===== config.mk =====
export PLATFORM = sky130hd
export DESIGN_NAME = mem_arbiter_flat
export DESIGN_NICKNAME = d
export VERILOG_FILES = /design/src/rtl/mem_arbiter_if.sv /design/src/rtl/mem_arbiter.sv /design/src/flat_wrapper.sv
export SDC_FILE = /design/constraint.sdc
export NUM_CORES = 1
export LEC_CHECK = 0
export ABC_AREA = 1
export CORE_UTILIZATION = 45
export CTS_CLUSTER_DIAMETER = 100
export DETAILED_ROUTE_END_ITERATION = 8
export MAX_ROUTING_LAYER = met4
export PLACE_DENSITY = 0.86
export SLEW_MARGIN = 20
export SYNTH_ARGS = -nofsm -noshare
export SYNTH_HDL_FRONTEND = slang
export SYNTH_SLANG_ARGS = --single-unit

===== constraint.sdc =====
create_clock -name Clk -period 3.4 [get_ports Clk]
set_input_delay 0.34 -clock Clk [delete_from_list [all_inputs] [get_ports Clk]]
set_output_delay 0.34 -clock Clk [all_outputs]
set_load 0.1 [all_outputs]

===== src/rtl/mem_arbiter_if.sv =====
// Bus bundle for mem_arbiter: both requester ports plus the memory-side signals.
// The slave modport is the arbiter's view; master is the requesters/memory side.
interface mem_arbiter_if #(
  parameter int DataWidth = 16,
  parameter int AddrWidth = 8
);
  logic                 P0_Req;
  logic                 P0_Wr;
  logic [AddrWidth-1:0] P0_Addr;
  logic [DataWidth-1:0] P0_DIn;
  logic                 P0_Gnt;
  logic                 P0_Ack;
  logic [DataWidth-1:0] P0_DOut;

  logic                 P1_Req;
  logic                 P1_Wr;
  logic [AddrWidth-1:0] P1_Addr;
  logic [DataWidth-1:0] P1_DIn;
  logic                 P1_Gnt;
  logic                 P1_Ack;
  logic [DataWidth-1:0] P1_DOut;

  logic [AddrWidth-1:0] MEM_Addr;
  logic [DataWidth-1:0] MEM_DIn;
  logic                 MEM_Wr;
  logic                 MEM_En;
  logic [DataWidth-1:0] MEM_DOut;

  logic                 Busy;
  logic                 Owner;

  modport slave (
    input  P0_Req, P0_Wr, P0_Addr, P0_DIn,
    output P0_Gnt, P0_Ack, P0_DOut,
    input  P1_Req, P1_Wr, P1_Addr, P1_DIn,
    output P1_Gnt, P1_Ack, P1_DOut,
    output MEM_Addr, MEM_DIn, MEM_Wr, MEM_En,
    input  MEM_DOut,
    output Busy, Owner
  );

  modport master (
    output P0_Req, P0_Wr, P0_Addr, P0_DIn,
    input  P0_Gnt, P0_Ack, P0_DOut,
    output P1_Req, P1_Wr, P1_Addr, P1_DIn,
    input  P1_Gnt, P1_Ack, P1_DOut,
    input  MEM_Addr, MEM_DIn, MEM_Wr, MEM_En,
    output MEM_DOut,
    input  Busy, Owner
  );
endinterface


===== src/rtl/mem_arbiter.sv =====
// Two-port arbiter in front of a single-port synchronous memory (IDLE/ACCESS/CAPTURE).
// Define ARB_ROUND_ROBIN_EN for round-robin contention; default is fixed priority to port 0.
module mem_arbiter #(
  parameter int DataWidth = 16,
  parameter int AddrWidth = 8
) (
  input logic          Clk,
  input logic          Reset_N,
  mem_arbiter_if.slave bus
);

  typedef enum logic [1:0] {
    IDLE    = 2'd0,
    ACCESS  = 2'd1,
    CAPTURE = 2'd2
  } state_t;

  state_t state, state_nxt;

  logic                 req0, req1, any_req, win, grant;
  logic                 owner, lat_wr;
  logic                 gnt0, gnt1, ack0, ack1;
  logic [AddrWidth-1:0] lat_addr;
  logic [DataWidth-1:0] lat_din, dout0, dout1;

  // A port's own Ack masks its Req so a requester dropping Req on Ack is not re-served.
  assign req0    = bus.P0_Req & ~ack0;
  assign req1    = bus.P1_Req & ~ack1;
  assign any_req = req0 | req1;
  assign grant   = (state == IDLE) & any_req;

`ifdef ARB_ROUND_ROBIN_EN
  logic last_owner;

  always_ff @(posedge Clk or negedge Reset_N) begin
    if (!Reset_N)   last_owner <= 1'b1;
    else if (grant) last_owner <= win;
  end

  always_comb begin
    win = req1;
    if (req0 && req1) win = ~last_owner;
  end
`else
  assign win = ~req0;
`endif

  always_ff @(posedge Clk or negedge Reset_N) begin
    if (!Reset_N) state <= IDLE;
    else          state <= state_nxt;
  end

  always_comb begin
    state_nxt = state;
    unique case (state)
      IDLE:    if (any_req) state_nxt = ACCESS;
      ACCESS:  state_nxt = CAPTURE;
      CAPTURE: state_nxt = IDLE;
      default: state_nxt = IDLE;
    endcase
  end

  // Derived from the async-reset state register, so MEM_En drops the moment reset asserts.
  always_comb begin
    bus.MEM_En = 1'b0;
    bus.MEM_Wr = 1'b0;
    bus.Busy   = 1'b0;
    unique case (state)
      ACCESS: begin
        bus.MEM_En = 1'b1;
        bus.MEM_Wr = lat_wr;
        bus.Busy   = 1'b1;
      end
      CAPTURE: bus.Busy = 1'b1;
      default: ;
    endcase
  end

  always_ff @(posedge Clk or negedge Reset_N) begin
    if (!Reset_N) begin
      owner    <= 1'b0;
      lat_wr   <= 1'b0;
      lat_addr <= '0;
      lat_din  <= '0;
      gnt0     <= 1'b0;
      gnt1     <= 1'b0;
      ack0     <= 1'b0;
      ack1     <= 1'b0;
      dout0    <= '0;
      dout1    <= '0;
    end else begin
      gnt0 <= grant & ~win;
      gnt1 <= grant & win;
      ack0 <= (state == CAPTURE) & ~owner;
      ack1 <= (state == CAPTURE) & owner;
      if (grant) begin
        owner    <= win;
        lat_wr   <= win ? bus.P1_Wr   : bus.P0_Wr;
        lat_addr <= win ? bus.P1_Addr : bus.P0_Addr;
        lat_din  <= win ? bus.P1_DIn  : bus.P0_DIn;
      end
      if (state == CAPTURE && !lat_wr) begin
        if (owner) dout1 <= bus.MEM_DOut;
        else       dout0 <= bus.MEM_DOut;
      end
    end
  end

  assign bus.P0_Gnt   = gnt0;
  assign bus.P1_Gnt   = gnt1;
  assign bus.P0_Ack   = ack0;
  assign bus.P1_Ack   = ack1;
  assign bus.P0_DOut  = dout0;
  assign bus.P1_DOut  = dout1;
  assign bus.MEM_Addr = lat_addr;
  assign bus.MEM_DIn  = lat_din;
  assign bus.Owner    = owner;

endmodule


===== src/flat_wrapper.sv =====
// flat-port wrapper written by rule: the top's interface ports become plain ports
module mem_arbiter_flat 
#(
  parameter int DataWidth = 16,
  parameter int AddrWidth = 8
)
  (Clk, Reset_N, bus_P0_Req, bus_P0_Wr, bus_P0_Addr, bus_P0_DIn, bus_P0_Gnt, bus_P0_Ack, bus_P0_DOut, bus_P1_Req, bus_P1_Wr, bus_P1_Addr, bus_P1_DIn, bus_P1_Gnt, bus_P1_Ack, bus_P1_DOut, bus_MEM_Addr, bus_MEM_DIn, bus_MEM_Wr, bus_MEM_En, bus_MEM_DOut, bus_Busy, bus_Owner);
  mem_arbiter_if #(.DataWidth(DataWidth), .AddrWidth(AddrWidth)) bus_i ();
  input logic Clk;
  input logic Reset_N;
  input wire logic [$bits(bus_i.P0_Req)-1:0] bus_P0_Req;
  input wire logic [$bits(bus_i.P0_Wr)-1:0] bus_P0_Wr;
  input wire logic [$bits(bus_i.P0_Addr)-1:0] bus_P0_Addr;
  input wire logic [$bits(bus_i.P0_DIn)-1:0] bus_P0_DIn;
  output wire logic [$bits(bus_i.P0_Gnt)-1:0] bus_P0_Gnt;
  output wire logic [$bits(bus_i.P0_Ack)-1:0] bus_P0_Ack;
  output wire logic [$bits(bus_i.P0_DOut)-1:0] bus_P0_DOut;
  input wire logic [$bits(bus_i.P1_Req)-1:0] bus_P1_Req;
  input wire logic [$bits(bus_i.P1_Wr)-1:0] bus_P1_Wr;
  input wire logic [$bits(bus_i.P1_Addr)-1:0] bus_P1_Addr;
  input wire logic [$bits(bus_i.P1_DIn)-1:0] bus_P1_DIn;
  output wire logic [$bits(bus_i.P1_Gnt)-1:0] bus_P1_Gnt;
  output wire logic [$bits(bus_i.P1_Ack)-1:0] bus_P1_Ack;
  output wire logic [$bits(bus_i.P1_DOut)-1:0] bus_P1_DOut;
  output wire logic [$bits(bus_i.MEM_Addr)-1:0] bus_MEM_Addr;
  output wire logic [$bits(bus_i.MEM_DIn)-1:0] bus_MEM_DIn;
  output wire logic [$bits(bus_i.MEM_Wr)-1:0] bus_MEM_Wr;
  output wire logic [$bits(bus_i.MEM_En)-1:0] bus_MEM_En;
  input wire logic [$bits(bus_i.MEM_DOut)-1:0] bus_MEM_DOut;
  output wire logic [$bits(bus_i.Busy)-1:0] bus_Busy;
  output wire logic [$bits(bus_i.Owner)-1:0] bus_Owner;
  assign bus_i.P0_Req = bus_P0_Req;
  assign bus_i.P0_Wr = bus_P0_Wr;
  assign bus_i.P0_Addr = bus_P0_Addr;
  assign bus_i.P0_DIn = bus_P0_DIn;
  assign bus_P0_Gnt = bus_i.P0_Gnt;
  assign bus_P0_Ack = bus_i.P0_Ack;
  assign bus_P0_DOut = bus_i.P0_DOut;
  assign bus_i.P1_Req = bus_P1_Req;
  assign bus_i.P1_Wr = bus_P1_Wr;
  assign bus_i.P1_Addr = bus_P1_Addr;
  assign bus_i.P1_DIn = bus_P1_DIn;
  assign bus_P1_Gnt = bus_i.P1_Gnt;
  assign bus_P1_Ack = bus_i.P1_Ack;
  assign bus_P1_DOut = bus_i.P1_DOut;
  assign bus_MEM_Addr = bus_i.MEM_Addr;
  assign bus_MEM_DIn = bus_i.MEM_DIn;
  assign bus_MEM_Wr = bus_i.MEM_Wr;
  assign bus_MEM_En = bus_i.MEM_En;
  assign bus_i.MEM_DOut = bus_MEM_DOut;
  assign bus_Busy = bus_i.Busy;
  assign bus_Owner = bus_i.Owner;
  mem_arbiter #(.DataWidth(DataWidth), .AddrWidth(AddrWidth)) u_core (.Clk(Clk), .Reset_N(Reset_N), .bus(bus_i));
endmodule

==> key figures <==
Run status
  – Outcome: complete, no violations

Global routing
  – First-pass GRT wire length: around 12,000 um
  – Largest net degree at the start of global routing: 52
  – Global routing's busiest layer: met2
  – Global route overflow: 0
  – Initial antenna violation count: 0
  – GR Util met2: 0.387
  – M3 GR Usage: 0.0670
  – Met1 Use GR: 0.283
  – Vias in the first global route: 2,548
  – Tot GR Track Use: 0.243

Clock tree
  – Clk_lat worst skew: between 300 and 400 ps
  – CTS Buf Count: 9
  – Reg clk slew, reported paths: 70 ps
  – CTS resizes: 0
  – Max clock buf depth: 2
  – CTS tree: built
  – CTS Hold Buffers Added: 0
  – H-tree lvl count: 3
  – Clock Sinks: between 60 and 70
  – CTS root buf: clkbuf_8
  – Post-CTS setup buffers: 0

Timing
  – Worst rel slew slack: 0.315
  – F_max: 399 MHz
  – Fin. Hold Viols: 0
  – Clk_skew: 6.43 ps
  – Worst-Margin Slew: 1020 ps
  – Setup Viol. Count Final: 0
  – Final Max Tran Viols: 0
  – Final setup margin: between 800 and 900 ps
  – Final TNS setup: 0 ps
  – Post-route clock period utilization: 0.737
  – Unrepaired setup endpoints after global routing: false
  – Tmin final: between 2000 and 3000 ps

Layout
  – Core Util, Final: 0.729
  – Layout cell share with drive strength beyond 1: 0.0544
  – Fill cell count: roughly 460
  – Synthesis-to-layout area growth: 52.2%
  – N_diodes: 0
  – Fin cells: 553
  – Nets: 547

Setup path
  – Crit path DAT: 2170 ps
  – Startpoint class of the critical path: flop
  – Reg2reg end: u_core.bus.MEM_DIn[15]
  – Reg-to-reg slack, setup: 1480 ps
  – WP data required: 3060 ps
  – Critical path fanouts, max: 4
  – Critical path class: flop to output port
  – Reg2reg path depth: 6
  – CP endpoint kind: output port
  – Worst r2r src: u_core.bus.P0_Ack

Detailed routing
  – Drt first pass iters: 4
  – Vias per cell: 4.96
  – WL/cell: 13.7 um
  – Drt drc: 0
  – 1st-iter DRT viols: 134
  – Detailed-route via count: 2,744
  – Final wirelength: about 7600 um
  – Routed Antenna Nets: 0

Synthesis
  – Syn Area/Cell: 8.36 sq um
  – Syn nets: 421
  – Post-synthesis cell count: about 350
  – Netlist Area Pre-Place: 2900 sq um
  – Seq/Total Area, Yosys: 0.552
  – Distinct cells, synth: 14
  – YS warnings: 0
  – Register bit total from synthesis: 64

Placement
  – Dpl hpwl: 5370 um
  – Gpl congestion: between 0.8 and 0.9
  – Port Buf Inserts: 133
  – Place WS: 1170 ps
  – Cells after DPL: 537

Run
  – MaxCap Viol Count: 0

Hold path
  – Min-Delay Path Class: primary input to asynchronous set/reset pin

Die
  – Die height: ~82 um
  – Core footprint: 6060 sq um
  – # IOs: 134
  – DIE WIDTH: 82.3 um
  – Rows: 28
  – Initial Util: 0.479
  – DIE AREA: 6770 sq um
[through the flow]
step | instance area, sq um | hold WS [ps]
floorplan | 2900 | 44.4
finish | 4420 | 27.2
detailed placement | 4190 | 466
global placement | 4190 | 463
CTS | 4410 | 251
global route | 4420 | 68.5
[flip-flops by register name, indices dropped and copies added, names as in the netlist]
| name | cells |
|---|---|
| u_core.bus.P1_DOut | 16 |
| u_core.state | 2 |
| u_core.bus.MEM_DIn | 16 |
| u_core.bus.Owner | 1 |
| u_core.bus.P1_Gnt | 1 |
| u_core.bus.P1_Ack | 1 |
| u_core.bus.P0_Ack | 1 |
| u_core.bus.P0_Gnt | 1 |
| u_core.bus.P0_DOut | 16 |
| u_core.bus.MEM_Addr | 8 |
| u_core.lat_wr | 1 |
[how the worst max path moves through the flow]
stage               startpoint                      to  slack (ps)
2_1_floorplan  u_core.state[1]              bus_MEM_Wr        1050
3_3_place_gp        bus_P0_Req  u_core.bus.MEM_DIn[15]        1250
3_5_place_dp        bus_P0_Req  u_core.bus.MEM_DIn[15]        1170
4_1_cts        u_core.state[0]                bus_Busy         870
5_1_grt        u_core.state[1]              bus_MEM_En         790
6_report       u_core.state[0]                bus_Busy         890
[cell usage in the layout (no fill, tap or decap)]
cell	instances
buf_4	5
bufinv_16	2
clkbuf_8	10
clkdlybuf4s50_1	131
clkinv_2	3
clkinvlp_4	1
dfrtp_1	64
ha_1	4
inv_1	25
inv_2	1
nand2_1	141
nand2_4	3
nand3_1	52
nor2_1	1
nor2_2	1
o21ai_0	21
o21ai_1	13
[cell usage after synthesis]
library cell	count	area, sq um
nand2_4	3	33.8
o21ai_0	21	105
buf_6	6	67.6
inv_1	25	93.8
nand2_1	141	529
o21ai_1	13	65.1
ha_1	4	50.1
buf_4	2	15.0
nor2_2	1	6.26
dfrtp_1	64	1600
nor2_1	1	3.75
inv_2	1	3.75
buf_2	13	65.1
nand3_1	52	260
[routing by layer]
layer,vias up,share of wire
met5,-,0
met4,0,0.028
met3,19,0.11
met2,143,0.46
met1,1237,0.40
li1,1345,-
[critical path, stage by stage (launching register included)]
cell and delay [ps]:
dfrtp_1 350, inv_1 90, ha_1 280, clkdlybuf4s50_1 1120
[layout make-up]
| cell class | count | area, sq um | area share |
|---|---|---|---|
| Sequential cell | 64 | 1600 | 0.363 |
| Inverter | 26 | 97.6 | 0.0221 |
| Tap cell | 75 | 93.8 | 0.0213 |
| Multi-Input combinational cell | 236 | 1050 | 0.239 |
| Timing Repair Buffer | 136 | 1350 | 0.305 |
| Clock inverter | 6 | 82.6 | 0.0187 |
| Clock buffer | 10 | 138 | 0.0312 |
[logic make-up (layout without fill, tap and decap cells)]
| logic type | count (synthesis) | count (layout) | synth area share |
|---|---|---|---|
| adders and majority gates | 4 | 4 | 0.0173 |
| AOI/OAI and AO/OA | 34 | 34 | 0.0587 |
| buffers and inverters | 47 | 178 | 0.0846 |
| and+or+nand+nor | 198 | 198 | 0.287 |
| DFF | 64 | 64 | 0.552 |
Power is left out: the tool's default activity adds up to more than one toggle a clock period on the data nets, which glitch-free logic cannot reach.
